===== config.mk =====
export PLATFORM = sky130hd
export DESIGN_NAME = muldiv_unit
export DESIGN_NICKNAME = d
export VERILOG_FILES = /design/src/rtl/muldiv_unit.sv
export SDC_FILE = /design/constraint.sdc
export NUM_CORES = 1
export LEC_CHECK = 0
export ABC_CLOCK_PERIOD_IN_PS = 21300
export CAP_MARGIN = 20
export CORE_ASPECT_RATIO = 1.2
export CORE_MARGIN = 5
export CORE_UTILIZATION = 45
export CTS_CLUSTER_SIZE = 16
export DETAILED_ROUTE_END_ITERATION = 8
export SYNTH_ARGS = -nofsm -noshare
export SYNTH_HDL_FRONTEND = slang
export SYNTH_SLANG_ARGS = --single-unit

===== constraint.sdc =====
create_clock -name clk -period 21.3 [get_ports clk]
set_clock_uncertainty 0.1 [all_clocks]
set_input_delay 6.39 -clock clk [delete_from_list [all_inputs] [get_ports clk]]
set_output_delay 6.39 -clock clk [all_outputs]
set_load 0.05 [all_outputs]

===== src/rtl/muldiv_unit.sv =====
// Iterative multiply/divide unit that owns the HI/LO registers; radix-2 shift-add multiply, restoring divide.
// Optional MADD/MSUB accumulate ops are compiled in when MULDIV_ACC_EN is defined.
module muldiv_unit #(
   parameter int WIDTH = 32
) (
   input  logic             clk,
   input  logic             reset,
   input  logic             startE,
   input  logic [2:0]       opE,
   input  logic [WIDTH-1:0] srcaE,
   input  logic [WIDTH-1:0] srcbE,
   input  logic             flushE,
   input  logic             hireadD,
   input  logic             loreadD,
   output logic [WIDTH-1:0] hi,
   output logic [WIDTH-1:0] lo,
   output logic             busy,
   output logic             done,
   output logic             stallD
);
   localparam int CW = $clog2(WIDTH);
   localparam logic [CW-1:0] LAST = CW'(WIDTH - 1);

   typedef enum logic [1:0] {IDLE, ITER, FIX} state_t;

   state_t state, state_n;
   logic [CW-1:0]      cnt;
   logic [2*WIDTH-1:0] acc;
   logic [WIDTH-1:0]   opb;
   logic               is_div, is_acc, is_sub, neg_lo, neg_hi, div_zero;

   logic               op_ok, accept, mt_write, signed_op;
   logic [WIDTH-1:0]   mag_a, mag_b;
   logic [WIDTH:0]     mul_sum, div_rs, div_diff;
   logic               div_ge;
   logic [2*WIDTH-1:0] mul_next, div_next, p_fix;
   logic [WIDTH-1:0]   q_fix, r_fix;

`ifdef MULDIV_ACC_EN
   assign op_ok = (opE[2:1] != 2'b10);
`else
   assign op_ok = ~opE[2];
`endif

   assign accept    = (state == IDLE) & startE & ~flushE & op_ok;
   assign mt_write  = (state == IDLE) & startE & ~flushE & (opE[2:1] == 2'b10);
   assign signed_op = opE[2] | ~opE[0];
   assign mag_a     = (signed_op & srcaE[WIDTH-1]) ? -srcaE : srcaE;
   assign mag_b     = (signed_op & srcbE[WIDTH-1]) ? -srcbE : srcbE;

   // Multiply: lower half holds the remaining multiplier bits, upper half the partial sum.
   assign mul_sum  = {1'b0, acc[2*WIDTH-1:WIDTH]} + (acc[0] ? {1'b0, opb} : '0);
   assign mul_next = {mul_sum, acc[WIDTH-1:1]};

   // Divide: upper half is the partial remainder, lower half shifts dividend out and quotient in.
   assign div_rs   = {acc[2*WIDTH-1:WIDTH], acc[WIDTH-1]};
   assign div_diff = div_rs - {1'b0, opb};
   assign div_ge   = ~div_diff[WIDTH];
   assign div_next = {(div_ge ? div_diff[WIDTH-1:0] : div_rs[WIDTH-1:0]), acc[WIDTH-2:0], div_ge};

   assign p_fix = neg_lo ? -acc : acc;
   assign q_fix = neg_lo ? -acc[WIDTH-1:0] : acc[WIDTH-1:0];
   assign r_fix = neg_hi ? -acc[2*WIDTH-1:WIDTH] : acc[2*WIDTH-1:WIDTH];

   assign busy   = (state != IDLE);
   assign stallD = busy & (startE | hireadD | loreadD);

   always_ff @(posedge clk or posedge reset) begin
      if (reset) state <= IDLE;
      else       state <= state_n;
   end

   always_comb begin
      state_n = state;
      case (state)
         IDLE:    if (accept) state_n = ITER;
         ITER:    if (flushE) state_n = IDLE;
                  else if (cnt == LAST) state_n = FIX;
         FIX:     state_n = IDLE;
         default: state_n = IDLE;
      endcase
   end

   always_ff @(posedge clk or posedge reset) begin
      if (reset) begin
         hi       <= '0;
         lo       <= '0;
         acc      <= '0;
         opb      <= '0;
         cnt      <= '0;
         is_div   <= 1'b0;
         is_acc   <= 1'b0;
         is_sub   <= 1'b0;
         neg_lo   <= 1'b0;
         neg_hi   <= 1'b0;
         div_zero <= 1'b0;
         done     <= 1'b0;
      end else begin
         done <= 1'b0;
         if (accept) begin
            acc      <= {{WIDTH{1'b0}}, mag_a};
            opb      <= mag_b;
            cnt      <= '0;
            is_div   <= ~opE[2] & opE[1];
            is_acc   <= opE[2];
            is_sub   <= opE[0];
            neg_lo   <= signed_op & (srcaE[WIDTH-1] ^ srcbE[WIDTH-1]);
            neg_hi   <= signed_op & srcaE[WIDTH-1];
            div_zero <= (srcbE == '0);
         end else if (mt_write) begin
            if (opE[0]) lo <= srcaE;
            else        hi <= srcaE;
         end else if (state == ITER && !flushE) begin
            acc <= is_div ? div_next : mul_next;
            cnt <= cnt + CW'(1);
         end else if (state == FIX && !flushE) begin
            done <= 1'b1;
            if (is_div) begin
               // Divide by zero must return the original dividend in HI and all ones in LO.
               lo <= div_zero ? '1 : q_fix;
               hi <= r_fix;
            end else if (is_acc) begin
               {hi, lo} <= is_sub ? ({hi, lo} - p_fix) : ({hi, lo} + p_fix);
            end else begin
               {hi, lo} <= p_fix;
            end
         end
      end
   end
endmodule


**Yosys cells after proc, flatten, opt, wreduce, memory -nomap -nowiden**

Index checks and enable logic that the tools add are counted.

- Add/subtract/negate cells: 10
- $mul: 0
- Div/mod/pow operators: 0
- Magnitude comparators: 0
- Eq/ne operators: 10
- Shifts and indexed selects: 0
- Muxes and demuxes: 36
- Bitwise operators: 18
- Reduce and logical (&&, ||, !) cells: 12

Operators by type and width:

| kind | count |
|---|---|
| 32-bit 2-to-1 mux | 19 |
| 64-bit 2-to-1 mux | 6 |
| 32-bit negator | 4 |
| 64-bit adder | 1 |
| 64-bit negator | 1 |
| 64-bit subtractor | 1 |
| 32-bit by 32-bit adder with 33-bit output | 1 |
| 33-bit by 32-bit subtractor with 33-bit output | 1 |
| 32-bit logical NOT | 1 |
| 5-bit 2-to-1 mux | 3 |
| 2-bit inequality test (second input constant) | 5 |
| 1-bit bitwise AND | 9 |
| 4-bit AND reduction | 2 |
| 2-bit 2-to-1 mux | 3 |
| 2-bit nonzero test | 3 |
| 5-bit by 1-bit adder with 5-bit output (second input constant) | 1 |
| 5-bit equality test (second input constant) | 1 |
| 1-bit NOT | 5 |
| 2-bit equality test (second input constant) | 2 |
| 1-bit 2-to-1 mux | 4 |
| 2-bit case mux with 2 select lines | 1 |
| 2-bit AND reduction | 2 |
| 3-bit inequality test (second input constant) | 1 |
| 1-bit OR | 3 |
| 5 further kinds | 6 |

- Bits in registers: 174
- Latch bits: 0
- Memory bits (writable): 0
- Memory bits (read-only): 0
- Input bits: 73
- Output and inout bits: 67
- Memories: 0

**Longest topological paths before layout**

Gate-level depths: netlist of the first run.

- Word-level depth: 9
- Gate-level depth with buffers: 30
- Mapped depth without buffers: 27

**Least setup slack after synthesis of the first run**

No wires, ideal clock.

- Path kind: input to output
- From: input port startE
- To: output port stallD
- Arrival time: 6,850 ps
- Required time: 14,810 ps
- Setup slack: 7,960 ps
- Stages on the path: 1
- Path buffers: 0
- Cell sequence: o31a_1

- Longest elaborated chain between the ends: 3

Ends and longest elaborated chain:

| element | line | source |
|---|---|---|
| start: declaration | 8 | `input logic startE,` |
| 1-bit OR (2 in a row) | 66 | `assign stallD = busy & (startE \| hireadD \| loreadD);` |
| 1-bit bitwise AND | 66 |  |
| end: declaration | 19 | `output logic stallD` |

Every way passes these cells.

**Worst setup path in the final report of the first run**

Same ends and word-level chain as after synthesis.

==> results of run 1 <==
[layer usage]
metal / share of wire, % / GRT usage [%] / vias up / wire, um
li1: - / - / 9840 / -
met4: 3.9 / 11.2 / 0 / 2930
met5: 0 / 0 / - / 0
met2: 44 / 45.7 / 783 / 32800
met1: 45 / 41.7 / 9839 / 33700
met3: 7.2 / 4.19 / 110 / 5350
[synth_stat cells, drive strengths merged (12+ instances only)]
cell	instances
a21o	75
inv	95
o21a	16
nand4	25
nand2	240
o21bai	32
or3	27
o31ai	32
nor4	29
ha	134
or4	18
or2	12
o211ai	44
xor2	143
a21oi	265
and2	18
mux2i	61
nand3	43
nor2b	21
a211oi	23
xnor2	177
nand2b	27
and3	26
a31oi	58
o21ai	238
a221oi	18
clkbuf	159
nor3	45
a22oi	27
nor2	232
dfrtp	174
o41ai	26
buf	23
o221ai	17
[path summary, 6_finish.rpt]
| kind | startpoint | to | slack (ps) | cells after the start |
|---|---|---|---|---|
| max in group asynchronous | reset | opb[27]$_DFFE_PP0P_ | 13290 | 3 |
| min | opb[17]$_DFFE_PP0P_ | opb[17]$_DFFE_PP0P_ | 380 | 2 |
| max reg2reg | acc[1]$_DFFE_PP0P_ | hi[31]$_DFFE_PP0P_ | 12170 | 24 |
| min reg2reg | opb[17]$_DFFE_PP0P_ | opb[17]$_DFFE_PP0P_ | 380 | 2 |
| max | startE | stallD | 6980 | 3 |
| min in group asynchronous | reset | acc[2]$_DFFE_PP0P_ | 6360 | 2 |
[tightest hold or removal path, stage by stage, from the launching register on]
cell and delay [ps]:
dfrtp_1 340, nand2_1 40, o21ai_0 60
[area by class of cell]
| type | count | area share (%) |
|---|---|---|
| Inverter | 96 | 1.62 |
| Sequential cell | 174 | 19.2 |
| Clock buffer | 21 | 1.99 |
| Timing Repair Buffer | 172 | 7.25 |
| Clock inverter | 11 | 0.596 |
| Multi-Input combinational cell | 2252 | 65.9 |
| Tap cell | 609 | 3.36 |
[kinds of logic (layout without fill, tap and decap cells)]
logic type               Yosys count  after routing
AO/OA/AOI/OAI                    925            925
XOR/XNOR                         320            320
adder cells (fa/ha/maj)          137            137
buffers and inverters            278            300
flip-flops                       174            174
multiplexers                      65             65
AND/OR/NAND/NOR                  805            805
[registers in the layout, indices dropped and copies added (netlist names)]
name / flops
div_zero: 1
cnt: 5
is_div: 1
is_acc: 1
acc: 64
done: 1
lo: 32
hi: 32
opb: 32
state: 2
is_sub: 1
neg_hi: 1
neg_lo: 1
[power by group through the flow]
stage	Clock (mW)	Combinational (mW)	Sequential, mW
final	0.333	2.69	0.632
after detailed placement	0	2.63	0.633
after global routing	0.351	2.94	0.649
after global placement	0	2.61	0.629
after CTS	0.338	2.65	0.626
after floorplan	0	1.95	0.636
[metrics by stage]
stage / setup WS [ps] / cells / hold WS, ps / util [%]
floorplan: 7960 / 2704 / 350 / -
global placement: 6980 / 3301 / 363 / 49.3
detailed placement: 6980 / 3301 / 369 / 49.3
CTS: 6970 / 3333 / 386 / 50.6
global route: 6930 / 3335 / 401 / 50.6
finish: 6980 / 3335 / 378 / 50.6
==> summary.md, run 1 <==
| Metric | Value |
|---|---|
| Share of layout cells above drive strength 1 | 3.96% |
| Critical Path Most Common Cell | clkdlybuf4s50_1 |
| Clock tree from TritonCTS | done |
| Die extent in x | 204 um |
| Ant diodes | 0 |
| Area taken by multi-input logic gates | 0.0149 mm2 |
| WP data arrival | 7830 ps |
| Fillers | 4,454 |
| Avg Cell Area, Syn | 7.52 um2 |
| Number of nets in the layout | 2,923 |
| Longest Clk Path Bufs | 2 |
| Biggest area contributors in the synthesized netlist | dfrtp_1 (21%), ha_1 (8.3%), xnor2_1 (7.6%) |
| Top delay family on crit path | buffers and inverters |
| Iteration count of the initial detailed-routing pass | 5 |
| Area of all placed cells without fillers | 0.0227 mm2 |
| Fraction of synthesized cell area in xor and xnor cells | 13.8% |
| Total power | 3.66 mW |
| Relative contribution of the clock network to total power | 9.1% |
| GRT Residual Overflow | 0 |
| P per Cell Area | 161 mW/mm2 |
| Height of the die | 243 um |
| Number of top-level pins | 140 |
| Tightest Hold Check Type | flop to flop |
| Finish-stage setup viols | 0 |
| Leading cell type in the layout, fill and taps excluded | a21oi_1 |
| Count of synthesis-stage warnings from yosys | 0 |
| Maximum fanout along the worst path | 3 |
| Wire length of the first global-routing pass | 116 mm |
| Vias in the first global route | 19.6k |
| Synth Area in Compound Gates | 28.6% |
| Share of cell area taken by muxes after synthesis | 3.23% |
| Core Rows | 85 |
| Cell at the root of the clock tree | clkbuf_16 |
| DRC violation count after routing | 0 |
| Internal power consumption | 1.67 mW |
| Number of buffer and inverter instances along the worst setup path | 2 |
| Result of the run | finished clean |
| Initial standard-cell utilization of the core | 45.4% |
| Most instantiated flip-flop cell in the synthesis netlist | dfrtp_1 |
| Vias per inst | 6.17 |
| Setup repair after global routing missed its margin | no |
| Slew at the pin with the worst max-slew slack | 1080 ps |
| Post-Synthesis Cell Area | 0.0203 mm2 |
| Number of different library cells in the post-synthesis netlist | 80 |
| Slowest stage delay, CP | 700 ps |
| Final routed wirelength across all metal layers | 74.7 mm |
| Final Max Slew Viols | 0 |
| Gate power share | 73.6% |
| Average wire per standard cell | 22.4 um |
| Highest Clock Rate | 0.0698 GHz |
| Setup bufs post-CTS | 0 |
| Critical path launch point type | input port |
| Max Cap Viol | 0 |
| Layout-stage area growth over the synthesis result | 11.5% |
| Standard cell with the maximum stage delay on the critical path | clkdlybuf4s50_1 |
| Number of input and output port buffers inserted | 139 |
| Top cell type by total area after synthesis | dfrtp_1 |
| Largest net degree at the start of global routing | 104 |
| Register area | 0.00436 mm2 |
| List of cells traversed by the critical path | clkdlybuf4s50_1 > o31a_1 > clkdlybuf4s50_1 |
| P_leak | 9.55 nW |
| Period utilization | 67.2% |
| Critical Path Sink Type | output port |
| Switching Fraction | 54.2% |
| Net Count, Synth | 2,914 |
| Register bit total from synthesis | 174 |
| Worst ir drop on vdd | 0.0000743 V |
| Worst skew pair latency | 470 ps |
| Die Outline Area | 0.0495 mm2 |
| Simple-Gate Fraction of Synth Area | 19.2% |
| Data required time of the worst path | 14,810 ps |
| Share of the synthesized area in the top cell type | 21.4% |
| Remaining antenna violation count | 0 |
| Number of clock sinks | 174 |
| Clk pin slew, worst setup/hold paths | 70 ps |
| Number of violations reported at the end of detailed-routing iteration 0 | 1,744 |
| Gr usage total | 29.5% |
| Post-synth ARST share | 100% |
| Total number of vias | 20.6k |
| Final number of hold-violating endpoints | 0 |
| Number of instances in the synthesized netlist | 2,704 |
| Detailed placer's ending HPWL | 57.6 mm |
| Worst slew margin relative to its limit | 27.2% |
| Largest family of logic cells by synthesized area | compound AO/OA/AOI/OAI gates |
| Register share of total power | 17.3% |
| Area of placed instances | 0.0221 mm2 |
| Hold bufs inserted after CTS | 0 |
| Post-cts repair resize count | 0 |
| Sequential fraction of the synthesis area | 21.4% |
| Leading cell types in the layout, fill and taps excluded | a21oi_1 (264), nand2_1 (240), o21ai_0 (238), nor2_1 (230), xnor2_1 (175) |
| Num CTS Buffers | 17 |
| Number of flops mapped to enable cells by yosys | 0 |
| Fraction of the mapped netlist area in adder cells | 8.55% |
| Number of antenna violations at the first check in global routing | 0 |
| Floorplan core area | 0.0448 mm2 |
| Setup total negative slack | 0 ps |
| P_sw | 1.98 mW |
| RePlAce Congestion | 0.943 |
| CTS H-tree lvls | 4 |
| Kind of critical path | input port to output port |
| Minimum period implied by the final worst setup slack | 14,320 ps |
Power figures use the tool's default switching activity.
==> run 2, diff against run 1 <==
ABC_CLOCK_PERIOD_IN_PS = 12600   (was 21300)
PLACE_DENSITY = 0.66   (was unset)
clock period = 12.6 ns   (was 21.3 ns; I/O delays follow)
==> run 2 against run 1 <==
Hold slack hardly changed. Clock power is 88% higher. Die area stayed put. Core utilization is 0.22 points higher. Count of clock-buffer cells in the layout is 1 lower. Power is 70% higher. Non-clock buffer count stayed put. Largest cell class unchanged. Highest routed layer unchanged.
==> summary.md, run 2 (synthesized netlist as in run 1, its figures left out) <==
| Metric | Value |
|---|---|
| Vias in the first global route | 19.7k (was 19.6k) |
| Final routed wirelength across all metal layers | 73.3 mm (was 74.7 mm) |
| Register-to-register setup slack | 3880 ps (was 12,170 ps) |
| Post-cts repair resize count | 0 (unchanged) |
| Total power | 6.22 mW (was 3.66 mW) |
| GRT Residual Overflow | 0 (unchanged) |
| Result of the run | finished clean (unchanged) |
| Worst slew margin relative to its limit | 30.7% (was 27.2%) |
| Critical path launch point type | input port (unchanged) |
| Kind of critical path | input port to output port (unchanged) |
| Internal power consumption | 2.90 mW (was 1.67 mW) |
| Cell at the root of the clock tree | clkbuf_16 (unchanged) |
| Slew at the pin with the worst max-slew slack | 1040 ps (was 1080 ps) |
| Minimum period implied by the final worst setup slack | 9120 ps |
| Hold path start | opb[23]$_DFFE_PP0P_ (was opb[17]$_DFFE_PP0P_) |
| Initial standard-cell utilization of the core | 45.4% (unchanged) |
| Number of violations reported at the end of detailed-routing iteration 0 | 1,922 (was 1,744) |
| Number of top-level pins | 140 (unchanged) |
| Die Outline Area | 0.0495 mm2 (unchanged) |
| Critical Path Sink Type | output port (unchanged) |
| Gate power share | 73.0% (was 73.6%) |
| Cell depth of the worst flop-to-flop path | 24 (unchanged) |
| Floorplan core area | 0.0448 mm2 (unchanged) |
| Highest Clock Rate | 0.110 GHz |
| Final Max Slew Viols | 0 (unchanged) |
| Height of the die | 243 um (unchanged) |
| Capturing point of the worst reg2reg path | hi[31]$_DFFE_PP0P_ (unchanged) |
| Largest net degree at the start of global routing | 128 (was 104) |
| Worst skew pair latency | 480 ps (was 470 ps) |
| Die extent in x | 204 um (unchanged) |
| Vias per inst | 6.25 (was 6.17) |
| Number of clock sinks | 174 (unchanged) |
| Switching Fraction | 53.3% (was 54.2%) |
| Detailed placer's ending HPWL | 55.7 mm (was 57.6 mm) |
| Tightest Hold Check Type | flop to flop (unchanged) |
| Top delay family on crit path | buffers and inverters (unchanged) |
| WP data arrival | 5240 ps (was 7830 ps) |
| Worst ir drop on vdd | 0.000120 V (was 0.0000743 V) |
| Leading cell type in the layout, fill and taps excluded | a21oi_1 (unchanged) |
| CTS H-tree lvls | 4 (unchanged) |
| Core Rows | 85 (unchanged) |
| Relative contribution of the clock network to total power | 10.1% (was 9.1%) |
| Iteration count of the initial detailed-routing pass | 6 (was 5) |
| Total number of vias | 20.9k (was 20.6k) |
| Finish-stage setup viols | 0 (unchanged) |
| Number of nets in the layout | 2,923 (unchanged) |
| Slowest stage delay, CP | 700 ps (about the same) |
| List of cells traversed by the critical path | clkdlybuf4s50_1 > o31a_1 > clkdlybuf4s50_1 (unchanged) |
| P per Cell Area | 273 mW/mm2 (was 161 mW/mm2) |
| Final number of hold-violating endpoints | 0 (unchanged) |
| Number of input and output port buffers inserted | 139 (unchanged) |
| Most flops, register | acc (unchanged) |
| Wire length of the first global-routing pass | 114 mm (was 116 mm) |
| Fillers | 4,388 (was 4,454) |
| Setup bufs post-CTS | 0 (unchanged) |
| Maximum fanout along the worst path | 3 (unchanged) |
| Num CTS Buffers | 17 (unchanged) |
| DRC violation count after routing | 0 (unchanged) |
| Clock tree from TritonCTS | done (unchanged) |
| RePlAce Congestion | 0.966 (was 0.943) |
| Leading cell types in the layout, fill and taps excluded | a21oi_1 (265), nand2_1 (240), o21ai_0 (238), nor2_1 (230), xnor2_1 (175) (was a21oi_1 (264), nand2_1 (240), o21ai_0 (238), nor2_1 (230), xnor2_1 (175)) |
| Hold Path Depth | 2 (unchanged) |
| P_sw | 3.32 mW (was 1.98 mW) |
| Standard cell with the maximum stage delay on the critical path | clkdlybuf4s50_1 (unchanged) |
| Worst Hold Path EP | opb[23]$_DFFE_PP0P_ (was opb[17]$_DFFE_PP0P_) |
| Longest Clk Path Bufs | 2 (unchanged) |
| Critical Path Most Common Cell | clkdlybuf4s50_1 (unchanged) |
| P_leak | 9.61 nW (was 9.55 nW) |
| Average wire per standard cell | 22.0 um (was 22.4 um) |
| Clk pin slew, worst setup/hold paths | 60 ps (was 70 ps) |
| Max Cap Viol | 0 (unchanged) |
| Number of antenna violations at the first check in global routing | 0 (unchanged) |
| Remaining antenna violation count | 0 (unchanged) |
| Register share of total power | 17.0% (was 17.3%) |
| Layout-stage area growth over the synthesis result | 12.0% (was 11.5%) |
| Hold bufs inserted after CTS | 0 (unchanged) |
| Share of layout cells above drive strength 1 | 4.04% (was 3.96%) |
| Setup repair after global routing missed its margin | no (unchanged) |
| Setup total negative slack | 0 ps (unchanged) |
| Gr usage total | 28.8% (was 29.5%) |
| Data required time of the worst path | 8720 ps (was 14,810 ps) |
| Period utilization | 72.3% |
| Flip-flop count of the largest register, all copies and words added | 64 (unchanged) |
| R2R Path Start | acc[1]$_DFFE_PP0P_ (unchanged) |
| Number of buffer and inverter instances along the worst setup path | 2 (unchanged) |
## run 2: cell count changes in the layout (fill, tap and decap cells not counted), moves of 2 or more
cell and change:
bufinv_16 +3, clkbuf_1 -3, clkinvlp_4 -3, diode_2 +3, clkbuf_8 +2, inv_8 -2
## run 2: worst max path at each step
| stage | slack [ps] | cells after the start | from | to |
|---|---|---|---|---|
| floorplan | 4000 | 1 | reset | acc[0]$_DFFE_PP0P_ |
| global placement | 3500 | 3 | startE | stallD |
| detailed placement | 3490 | 3 | startE | stallD |
| CTS | 3480 | 3 | startE | stallD |
| global route | 3450 | 24 | acc[1]$_DFFE_PP0P_ | hi[31]$_DFFE_PP0P_ |
| finish | 3480 | 3 | startE | stallD |
## run 2: worst reg2reg max path, cell delays in order (launching register included)
cell and delay, ps:
dfrtp_1 460, inv_1 170, ha_1 290, or4b_4 510
or3_1 720, o41ai_1 560, xnor2_1 240, nor4b_1 520
nand2_1 230, nor2_1 260, a31oi_1 170, xor2_1 190
ha_1 410, nand4_1 150, nor4_1 450, nand2_1 110
a211oi_1 540, o21a_1 320, a311o_1 280, a21oi_1 130
o41a_1 490, o41ai_1 860, nand3_1 170, o2111ai_1 220
nor2_1 70
## run 2: through the flow
stage / hold WS (ps) / setup WS [ps] / std cells / util (%) / cell area (um2)
global placement: 364 / 3500 / 3300 / 49.2 / 22000
floorplan: 350 / 4000 / 2704 / - / 20300
CTS: 385 / 3480 / 3332 / 50.7 / 22700
finish: 378 / 3480 / 3338 / 50.8 / 22800
global route: 405 / 3450 / 3335 / 50.8 / 22800
detailed placement: 370 / 3490 / 3300 / 49.2 / 22000
## run 2: metal layers
metal / global-route usage (%) / part of all wire (%)
met1: 39.5 / 43
met2: 44.5 / 44
met3: 4.42 / 8.4
met4: 13.6 / 5.2
met5: 0 / 0
## run 2: layout make-up
| cell class | instances | area (um2) | share of cell area [%] |
|---|---|---|---|
| diodes | 3 | 7.51 | 0.0330 |
| flip-flops and latches | 174 | 4360 | 19.2 |
| inverters | 96 | 365 | 1.61 |
| clock buffers | 20 | 467 | 2.05 |
| clock inverters | 12 | 205 | 0.902 |
| multi-input cells | 2252 | 14900 | 65.6 |
| repair buffers | 172 | 1650 | 7.27 |
| well taps | 609 | 762 | 3.35 |
## run 2: power by group through the flow
stage | clock network (mW) | registers [mW] | logic, mW
finish | 0.625 | 1.06 | 4.54
global route | 0.652 | 1.08 | 4.95
CTS | 0.634 | 1.04 | 4.44
detailed placement | 0 | 1.06 | 4.41
global placement | 0 | 1.05 | 4.35
floorplan | 0 | 1.08 | 3.30
